[src/rtl/interrupt_controller_if.sv]
// Core-side signal bundle for the interrupt controller: raw pins, instruction
// phase strobes from the core, and the request/vector/status returned to it.
interface interrupt_controller_if;
    logic        INT0;
    logic        INT1;
    logic        COMMIT;
    logic        EI;
    logic        DI;
    logic        RETI;
    logic        INT_ACK;
    logic        INT_REQ;
    logic [15:0] VECTOR;
    logic        IE;
    logic [1:0]  IN_SERVICE;

    modport master (
        output INT0, INT1, COMMIT, EI, DI, RETI, INT_ACK,
        input  INT_REQ, VECTOR, IE, IN_SERVICE
    );

    modport slave (
        input  INT0, INT1, COMMIT, EI, DI, RETI, INT_ACK,
        output INT_REQ, VECTOR, IE, IN_SERVICE
    );
endinterface

[src/rtl/interrupt_controller.sv]
// Two-line interrupt controller: synchronises pins, latches rising edges,
// prioritises INT0 (non-maskable) over INT1, and tracks a single service level.
module interrupt_controller #(
    parameter logic [15:0] VEC0        = 16'h0004,
    parameter logic [15:0] VEC1        = 16'h0008,
    parameter int          SYNC_STAGES = 2
) (
    input  logic                   CLK,
    input  logic                   RESET,
    interrupt_controller_if.slave  bus
);

    typedef enum logic [1:0] {
        S_IDLE    = 2'd0,
        S_REQ     = 2'd1,
        S_SERVICE = 2'd2
    } state_t;

    state_t                 r_state;
    logic [SYNC_STAGES-1:0] r_sync0;
    logic [SYNC_STAGES-1:0] r_sync1;
    logic                   r_edge0;
    logic                   r_edge1;
    logic                   r_pend0;
    logic                   r_pend1;
    logic                   r_ie;
    logic                   r_ie_saved;
    logic                   r_int_req;
    logic                   r_sel1;
    logic [15:0]            r_vector;
    logic [1:0]             r_in_service;

    logic w_rise0;
    logic w_rise1;
    logic w_ei;
    logic w_di;
    logic w_reti;
    logic w_ack;
    logic w_ie_next;
    logic w_e0;
    logic w_e1;

    assign w_rise0 = r_sync0[SYNC_STAGES-1] & ~r_edge0;
    assign w_rise1 = r_sync1[SYNC_STAGES-1] & ~r_edge1;
    assign w_ei    = bus.EI      & bus.COMMIT;
    assign w_di    = bus.DI      & bus.COMMIT;
    assign w_reti  = bus.RETI    & bus.COMMIT;
    assign w_ack   = bus.INT_ACK & bus.COMMIT & r_int_req;

    // Eligibility looks at the IE value this cycle's EI/DI will leave behind,
    // so a committing DI withdraws an INT1 request on the very next edge.
    always_comb begin
        w_ie_next = r_ie;
        if (w_di)
            w_ie_next = 1'b0;
        else if (w_ei)
            w_ie_next = 1'b1;
    end

    assign w_e0 = r_pend0;
    assign w_e1 = r_pend1 & w_ie_next;

    always_ff @(posedge CLK) begin
        if (RESET) begin
            r_state      <= S_IDLE;
            r_sync0      <= '0;
            r_sync1      <= '0;
            r_edge0      <= 1'b0;
            r_edge1      <= 1'b0;
            r_pend0      <= 1'b0;
            r_pend1      <= 1'b0;
            r_ie         <= 1'b0;
            r_ie_saved   <= 1'b0;
            r_int_req    <= 1'b0;
            r_sel1       <= 1'b0;
            r_vector     <= 16'h0000;
            r_in_service <= 2'b00;
        end else begin
            r_sync0 <= {r_sync0[SYNC_STAGES-2:0], bus.INT0};
            r_sync1 <= {r_sync1[SYNC_STAGES-2:0], bus.INT1};
            r_edge0 <= r_sync0[SYNC_STAGES-1];
            r_edge1 <= r_sync1[SYNC_STAGES-1];
            r_pend0 <= r_pend0 | w_rise0;
            r_pend1 <= r_pend1 | w_rise1;
            r_ie    <= w_ie_next;

            case (r_state)
                S_IDLE: begin
                    if (w_e0 | w_e1) begin
                        r_state   <= S_REQ;
                        r_int_req <= 1'b1;
                        r_sel1    <= ~w_e0;
                        r_vector  <= w_e0 ? VEC0 : VEC1;
                    end
                end
                S_REQ: begin
                    if (w_ack) begin
                        // A fresh edge on the taken line in this cycle keeps it pending.
                        if (r_sel1)
                            r_pend1 <= w_rise1;
                        else
                            r_pend0 <= w_rise0;
                        r_in_service <= r_sel1 ? 2'b10 : 2'b01;
                        r_ie_saved   <= r_ie;
                        r_ie         <= 1'b0;
                        r_int_req    <= 1'b0;
                        r_state      <= S_SERVICE;
                    end else if (w_e0 | w_e1) begin
                        r_sel1   <= ~w_e0;
                        r_vector <= w_e0 ? VEC0 : VEC1;
                    end else begin
                        r_int_req <= 1'b0;
                        r_state   <= S_IDLE;
                    end
                end
                S_SERVICE: begin
                    if (w_reti) begin
                        r_in_service <= 2'b00;
                        r_ie         <= r_ie_saved;
                        r_state      <= S_IDLE;
                    end
                end
                default: begin
                    r_int_req <= 1'b0;
                    r_state   <= S_IDLE;
                end
            endcase
        end
    end

    assign bus.INT_REQ    = r_int_req;
    assign bus.VECTOR     = r_vector;
    assign bus.IE         = r_ie;
    assign bus.IN_SERVICE = r_in_service;

endmodule

[src/flat_wrapper.sv]
// flat-port wrapper written by rule: the top's interface ports become plain ports
module interrupt_controller_flat 
#(
    parameter logic [15:0] VEC0        = 16'h0004,
    parameter logic [15:0] VEC1        = 16'h0008,
    parameter int          SYNC_STAGES = 2
)
  (CLK, RESET, bus_INT0, bus_INT1, bus_COMMIT, bus_EI, bus_DI, bus_RETI, bus_INT_ACK, bus_INT_REQ, bus_VECTOR, bus_IE, bus_IN_SERVICE);
  interrupt_controller_if bus_i ();
  input  logic CLK;
  input  logic RESET;
  input wire logic [$bits(bus_i.INT0)-1:0] bus_INT0;
  input wire logic [$bits(bus_i.INT1)-1:0] bus_INT1;
  input wire logic [$bits(bus_i.COMMIT)-1:0] bus_COMMIT;
  input wire logic [$bits(bus_i.EI)-1:0] bus_EI;
  input wire logic [$bits(bus_i.DI)-1:0] bus_DI;
  input wire logic [$bits(bus_i.RETI)-1:0] bus_RETI;
  input wire logic [$bits(bus_i.INT_ACK)-1:0] bus_INT_ACK;
  output wire logic [$bits(bus_i.INT_REQ)-1:0] bus_INT_REQ;
  output wire logic [$bits(bus_i.VECTOR)-1:0] bus_VECTOR;
  output wire logic [$bits(bus_i.IE)-1:0] bus_IE;
  output wire logic [$bits(bus_i.IN_SERVICE)-1:0] bus_IN_SERVICE;
  assign bus_i.INT0 = bus_INT0;
  assign bus_i.INT1 = bus_INT1;
  assign bus_i.COMMIT = bus_COMMIT;
  assign bus_i.EI = bus_EI;
  assign bus_i.DI = bus_DI;
  assign bus_i.RETI = bus_RETI;
  assign bus_i.INT_ACK = bus_INT_ACK;
  assign bus_INT_REQ = bus_i.INT_REQ;
  assign bus_VECTOR = bus_i.VECTOR;
  assign bus_IE = bus_i.IE;
  assign bus_IN_SERVICE = bus_i.IN_SERVICE;
  interrupt_controller #(.VEC0(VEC0), .VEC1(VEC1), .SYNC_STAGES(SYNC_STAGES)) u_core (.CLK(CLK), .RESET(RESET), .bus(bus_i));
endmodule
[config.mk]
export PLATFORM = sky130hd
export DESIGN_NAME = interrupt_controller_flat
export DESIGN_NICKNAME = d
export VERILOG_FILES = /design/src/rtl/interrupt_controller_if.sv /design/src/rtl/interrupt_controller.sv /design/src/flat_wrapper.sv
export SDC_FILE = /design/constraint.sdc
export NUM_CORES = 1
export LEC_CHECK = 0
export ABC_CLOCK_PERIOD_IN_PS = 1400
export CORE_MARGIN = 10
export CORE_UTILIZATION = 50
export DETAILED_ROUTE_END_ITERATION = 7
export DONT_BUFFER_PORTS = 1
export PLACE_DENSITY_LB_ADDON = 0.1
export SLEW_MARGIN = 20
export SYNTH_ARGS = -nofsm -noshare
export SYNTH_HDL_FRONTEND = slang
export SYNTH_SLANG_ARGS = --single-unit
[constraint.sdc]
create_clock -name CLK -period 1.4 [get_ports CLK]
set_input_delay 0.21 -clock CLK [delete_from_list [all_inputs] [get_ports CLK]]
set_output_delay 0.21 -clock CLK [all_outputs]
set_load 0.05 [all_outputs]
Yosys cells after proc, flatten, opt, wreduce, memory -nomap -nowiden --
Cells that the tools add are included.
Operators by class: eq/ne operators 7, mux-type cells 30, bitwise gates (word level) 15, reductions and logical operators 8
Operators with widths (count):
- 2-to-1 mux 16 bit | 2
- case mux 16 bit (2 select lines) | 1
- 2-to-1 mux 1 bit | 15
- 2-to-1 mux 2 bit | 6
- AND reduction 3 bit | 3
- AND 1 bit | 8
- inequality test 2 x 1 -> 1 bit (second input constant) | 3
- case mux 2 bit (3 select lines) | 1
- 2-to-1 mux 4 bit | 1
- inverter 1 bit | 4
- case mux 1 bit (2 select lines) | 2
- case mux 2 bit (2 select lines) | 1
- AND reduction 2 bit | 2
- nonzero test 2 bit | 2
- inequality test 3 x 2 -> 1 bit (second input constant) | 1
- OR 1 bit | 3
- case mux 1 bit (3 select lines) | 1
- == test 2 x 1 -> 1 bit (second input constant) | 1
- == test 2 bit (second input constant) | 1
- logical NOT 2 bit | 1
- inequality test 2 bit (second input constant) | 1
Word-level totals: bits in registers 32, input bits 9, output and inout bits 20, word-level logic and storage cells 73

Depth between registers and ports, before layout --
word-level depth 8, depth in mapped cells 7, depth with buffers taken out 6

Least setup slack after synthesis --
OpenSTA, ideal clock, no wires.
kind register to register, start point register u_core.r_int_req, in the netlist u_core.bus.INT_REQ, end point register u_core.r_state[0], setup time 121 ps, data arrival time 1587 ps, required time 1279 ps, path slack -308 ps, stages on the path, launching flop included 5, path buffers 0, period minus slack after synthesis 1708 ps, path through dfxtp_1 nand3_1 a22oi_1 mux2_4 mux2_4
On the way: cells in the longest elaborated chain, start to end 3, elaborated cells between the ends (all ways) 5, those cells by class 1 x eq/ne; 2 x mux; 1 x bitwise; 1 x reduce/logical
Ends and longest elaborated chain:
- start: declaration | RTL line interrupt_controller.sv:28 | logic r_int_req;
- start signal: assignment | RTL line interrupt_controller.sv:74 | r_int_req <= 1'b0;
- start signal: assignment | RTL line interrupt_controller.sv:91 | r_int_req <= 1'b1;
- start signal: assignment | RTL line interrupt_controller.sv:106 | r_int_req <= 1'b0;
- AND 1 bit (*) | RTL line interrupt_controller.sv:48 | assign w_ack = bus.INT_ACK & bus.COMMIT & r_int_req;
- inequality test 3 x 2 -> 1 bit (no source line) / 2-to-1 mux 2 bit (equally long branches)
- AND reduction 3 bit (no source line) / case mux 2 bit (3 select lines) (equally long branches)
- end signal: assignment | RTL line interrupt_controller.sv:65 | r_state <= S_IDLE;
- end signal: assignment | RTL line interrupt_controller.sv:90 | r_state <= S_REQ;
- end signal: assignment | RTL line interrupt_controller.sv:107 | r_state <= S_SERVICE;
- end: declaration | RTL line interrupt_controller.sv:19 | state_t r_state;
Mark *: on every way between the ends. The rest lies on a longest branch, timed or not. A chain may end at the register's enable or synchronous reset.

Worst setup path after layout --
start point register u_core.r_ie, in the netlist u_core.bus.IE, end point register u_core.r_state[1]
On the way: cells in the longest elaborated chain, start to end 6, elaborated cells between the ends (all ways) 7, those cells by class 2 x eq/ne; 2 x mux; 2 x bitwise; 1 x reduce/logical
Ends and longest elaborated chain:
- start: declaration | RTL line interrupt_controller.sv:26 | logic r_ie;
- start signal: assignment | RTL line interrupt_controller.sv:85 | r_ie <= w_ie_next;
- start signal: assignment | RTL line interrupt_controller.sv:119 | r_ie <= r_ie_saved;
- 2-to-1 mux 1 bit (*) | RTL line interrupt_controller.sv:56 | else if (w_ei)
- 2-to-1 mux 1 bit (*) | RTL line interrupt_controller.sv:54 | if (w_di)
- AND 1 bit (*) | RTL line interrupt_controller.sv:61 | assign w_e1 = r_pend1 & w_ie_next;
- OR 1 bit (*) | RTL line interrupt_controller.sv:89, interrupt_controller.sv:108
- inequality test 3 x 2 -> 1 bit (no source line) / inequality test 2 x 1 -> 1 bit (equally long branches)
- AND reduction 3 bit (no source line) (*)
Marked as above.

==> results.md <==
- The run finished, with violations left.
- The final reports fail on negative setup slack.
- In the final routed layout, each cell accounts on average for 14.0 um.
- The path class of the tightest hold or removal check is input pin to flop.
- The clock passes through at most 2 buffers.
- The floorplan step set the die width to 62.1 um.
- Setup repair after global routing could not meet its margin everywhere.
- The maximum clock frequency is 704 MHz.
- The post-route non-filler standard cell count is 132.
- The routed via count divided by cell count is 4.91.
- Across all layers, the routed design uses 648 vias.
- The leakage component of the power is 0.430 nW.
- The first TritonRoute pass finished after 4 iterations.
- The smallest clock period supported by the final layout is computed as 1.42 ns.
- After synthesis the netlist holds a flip-flop and latch count of 17.
- The worst setup path is of the flop to flop kind.
- The clock transition at the register clock pins on the worst setup and hold paths after CTS is 0.10 ns.
- From synthesis to final layout, the design area changed by 17.6%.
- The clock tree from TritonCTS is done.
- The congestion estimate from routability-driven global placement came to 0.801.
- After synthesis, the largest family of logic cells by area is compound AO/OA/AOI/OAI gates.
- The top cell types in the final layout, fill and taps aside, are sky130_fd_sc_hd__conb_1 (14), sky130_fd_sc_hd__dfxtp_1 (13), sky130_fd_sc_hd__buf_4 (10), sky130_fd_sc_hd__nor2b_1 (8), sky130_fd_sc_hd__nor2_1 (6).
- The CTS root buffer is sky130_fd_sc_hd__clkbuf_4.
- The xor and xnor fraction of the mapped netlist area is 0%.
- CTS saw 17 sinks.
- The number of setup violations in the final report is 4.
- Detailed placement finished with a half-perimeter wire length of 1420 um.
- The number of standard cells after synthesis is 97.
- The number of warning messages in the yosys log is 0.
- Of the total synthesized cell area, the portion taken by full adders, half adders and majority gates is 4.23%.
- The die is 62.1 um tall.
- The launching element type of the critical path is a flop.
- The level count of the clock H-tree is 1.
- The number of design-rule violations left by the first detailed-router iteration is 19.
- Once placement completed, the tool counted placed cells totaling 127.
- The initial antenna violation count was 0.
- In this run the standard cell core region covers 0.00171 mm^2.
- The aggregate negative setup slack is -0.0427 ns.
- The number of nets in the layout is 120.
- The fraction of the mapped netlist area in compound gates is 17.1%.
- The largest net degree at the start of global routing is 14.
- Setup slack on the critical path of the routed design comes to -0.0203 ns.
- The post-synthesis cell area is 887 um^2.
- At the later pin of the worst-skew pair, clock insertion delay measures 0.30 ns.
- The number of global-route vias before repair is 629.
- After synthesis, flip-flops and latches occupy 38.4% of the total area.
- The share of synthesized cell area in and, or, nand and nor gates is 15.7%.
- VDD sags by at most 0.718 mV.
- Hold timing on the final database bottoms out at a slack of 0.0362 ns.
- The final layout contains routed wiring with a total length of 1840 um.
- The share of cell area taken by muxes after synthesis is 7.33%.
- The highest fanout seen on the critical path is 2.
- The number of setup buffers added after CTS is 0.
- The number of distinct standard cells referenced by the synthesized netlist is 27.
- The final routed DRC violation total is 0.
- The count of antenna diodes in the layout is 0.
- The post-route total power is 0.00164 W.
- Clock tree synthesis inserted a total of 3 buffers.
- The first-pass GRT wire length is 3000 um.
- The most frequent standard cell in the layout excluding fill and tap cells is sky130_fd_sc_hd__conb_1.
- The max-capacitance violation count is 0.
- The arrival time at the worst endpoint is 1.61 ns.
- The count of buffers added on input and output ports is 0.
- The antenna violation net count after detailed routing is 0.
- The endpoint class of the critical path is a flop.
- Dividing total power by cell area gives a power density of 1570 mW/mm^2.
- The die covers 0.00386 mm^2.
- The initial utilization of the core area, before any placement, comes to 51.9%.
- After layout, the worst path uses 101% of the clock period.
- The required time at the worst-slack endpoint is 1.59 ns.
- In the final layout, the share of cells above drive strength 1 is 32.7%.
- After synthesis, the mean cell area works out to 9.15 um^2.
- The max-slew violation total from the final report is 0.
- The top-level I/O count is 29.
- Between clock sinks in the finished design, the worst skew comes to 0.00132 ns.
- The floorplan has 15 rows.
- The total track usage is 9.32%.
- The global-route congestion overflow total is 0.
- The core utilization of the finished layout is 61.1%.
- The number of failing hold endpoints at the final stage came to 0.
-- power by group --
part,internal (W),total [W],switching (W)
combinational,0.000334,0.000782,0.000448
sequential,0.000549,0.000596,0.0000476
clock,0.000107,0.000264,0.000157
-- sequential cells by signal (all words and copies together) (netlist names) --
name and flops:
u_core.r_ie_saved 1, u_core.r_sync0 2, u_core.r_pend0 1, u_core.r_pend1 1, u_core.r_edge1 1, u_core.r_state 2
u_core.bus.VECTOR 2, u_core.bus.INT_REQ 1, u_core.r_sync1 2, u_core.r_edge0 1, u_core.bus.IN_SERVICE 2, u_core.bus.IE 1
-- cells in the mapped netlist (all sizes together) --
cell    count  share of area [%]
a21o        1                1.7
nand3       1               0.56
mux2i       2                2.3
o21bai      1               0.85
nor2b       8                5.6
a32o        1                1.1
nand2       3                1.3
a211oi      1               0.85
a31oi       1                2.4
ha          3                4.2
a21oi       6                3.4
nand2b      4                2.8
and3        1               0.71
inv         6                2.5
dfxtp      17                 38
a221o       1                1.1
nor2        6                2.5
nand4       2                1.4
mux2        3                5.1
o21ai       4                2.3
clkbuf      3                1.3
a22oi       3                2.5
o31ai       1               0.85
nor4        1               0.71
conb        1               0.42
buf        16                 13
-- what timing repair did --
item,in CTS,in global routing
resized for setup,11,10
setup endpoints to repair,5,8
hold buffers,1,0
hold endpoints to repair,13,0
pin swaps,1,4
-- per-stage QoR --
step,setup WS (ns),area (um^2)
2_1_floorplan,-0.0982,946
3_3_place_gp,-0.0280,930
3_5_place_dp,-0.0349,930
4_1_cts,-0.0264,1010
5_1_grt,-0.0640,1040
6_report,-0.0203,1040
-- critical path, cell delays in order, from the launching register on --
cell,delay [ns]
sky130_fd_sc_hd__dfxtp_4,0.36
sky130_fd_sc_hd__a21o_4,0.19
sky130_fd_sc_hd__a31oi_4,0.14
sky130_fd_sc_hd__mux2_4,0.34
sky130_fd_sc_hd__mux2_4,0.29
-- layer usage --
layer	GRT usage (%)	share of wire [%]
met3	4.30	10
met2	14.0	49
met1	10.1	39
met5	0	0
met4	6.57	2.5
-- cell families (layout without fill, tap and decap cells) --
| kind of cell | after synthesis | after routing |
|---|---|---|
| and+or+nand+nor | 26 | 26 |
| other | 1 | 14 |
| DFF | 17 | 17 |
| buffers and inverters | 25 | 22 |
| AOI/OAI and AO/OA | 20 | 20 |
| muxes | 5 | 5 |
| adders and majority gates | 3 | 3 |
-- final timing paths --
kind                                                    from                             end  slack, ns  depth (start not counted)
worst max register to register      u_core.bus.IE$_SDFF_PP0_  u_core.r_state[1]$_SDFFE_PP0P_      -0.02                          4
worst min-delay path                                bus_INT1    u_core.r_sync1[0]$_SDFF_PP0_       0.04                          1
worst max-delay path                u_core.bus.IE$_SDFF_PP0_  u_core.r_state[1]$_SDFFE_PP0P_      -0.02                          4
worst min register to register  u_core.r_sync0[0]$_SDFF_PP0_    u_core.r_sync0[1]$_SDFF_PP0_       0.45                          1
-- cell type report --
class	instances	area (um^2)
repair buffers	12	96.3
clock inverters	1	5.00
multi-input cells	68	505
well taps	25	31.3
inverters	6	27.5
fillers	142	664
clock buffers	3	22.5
flip-flops and latches	17	355
(Power assumes the default switching activity.)
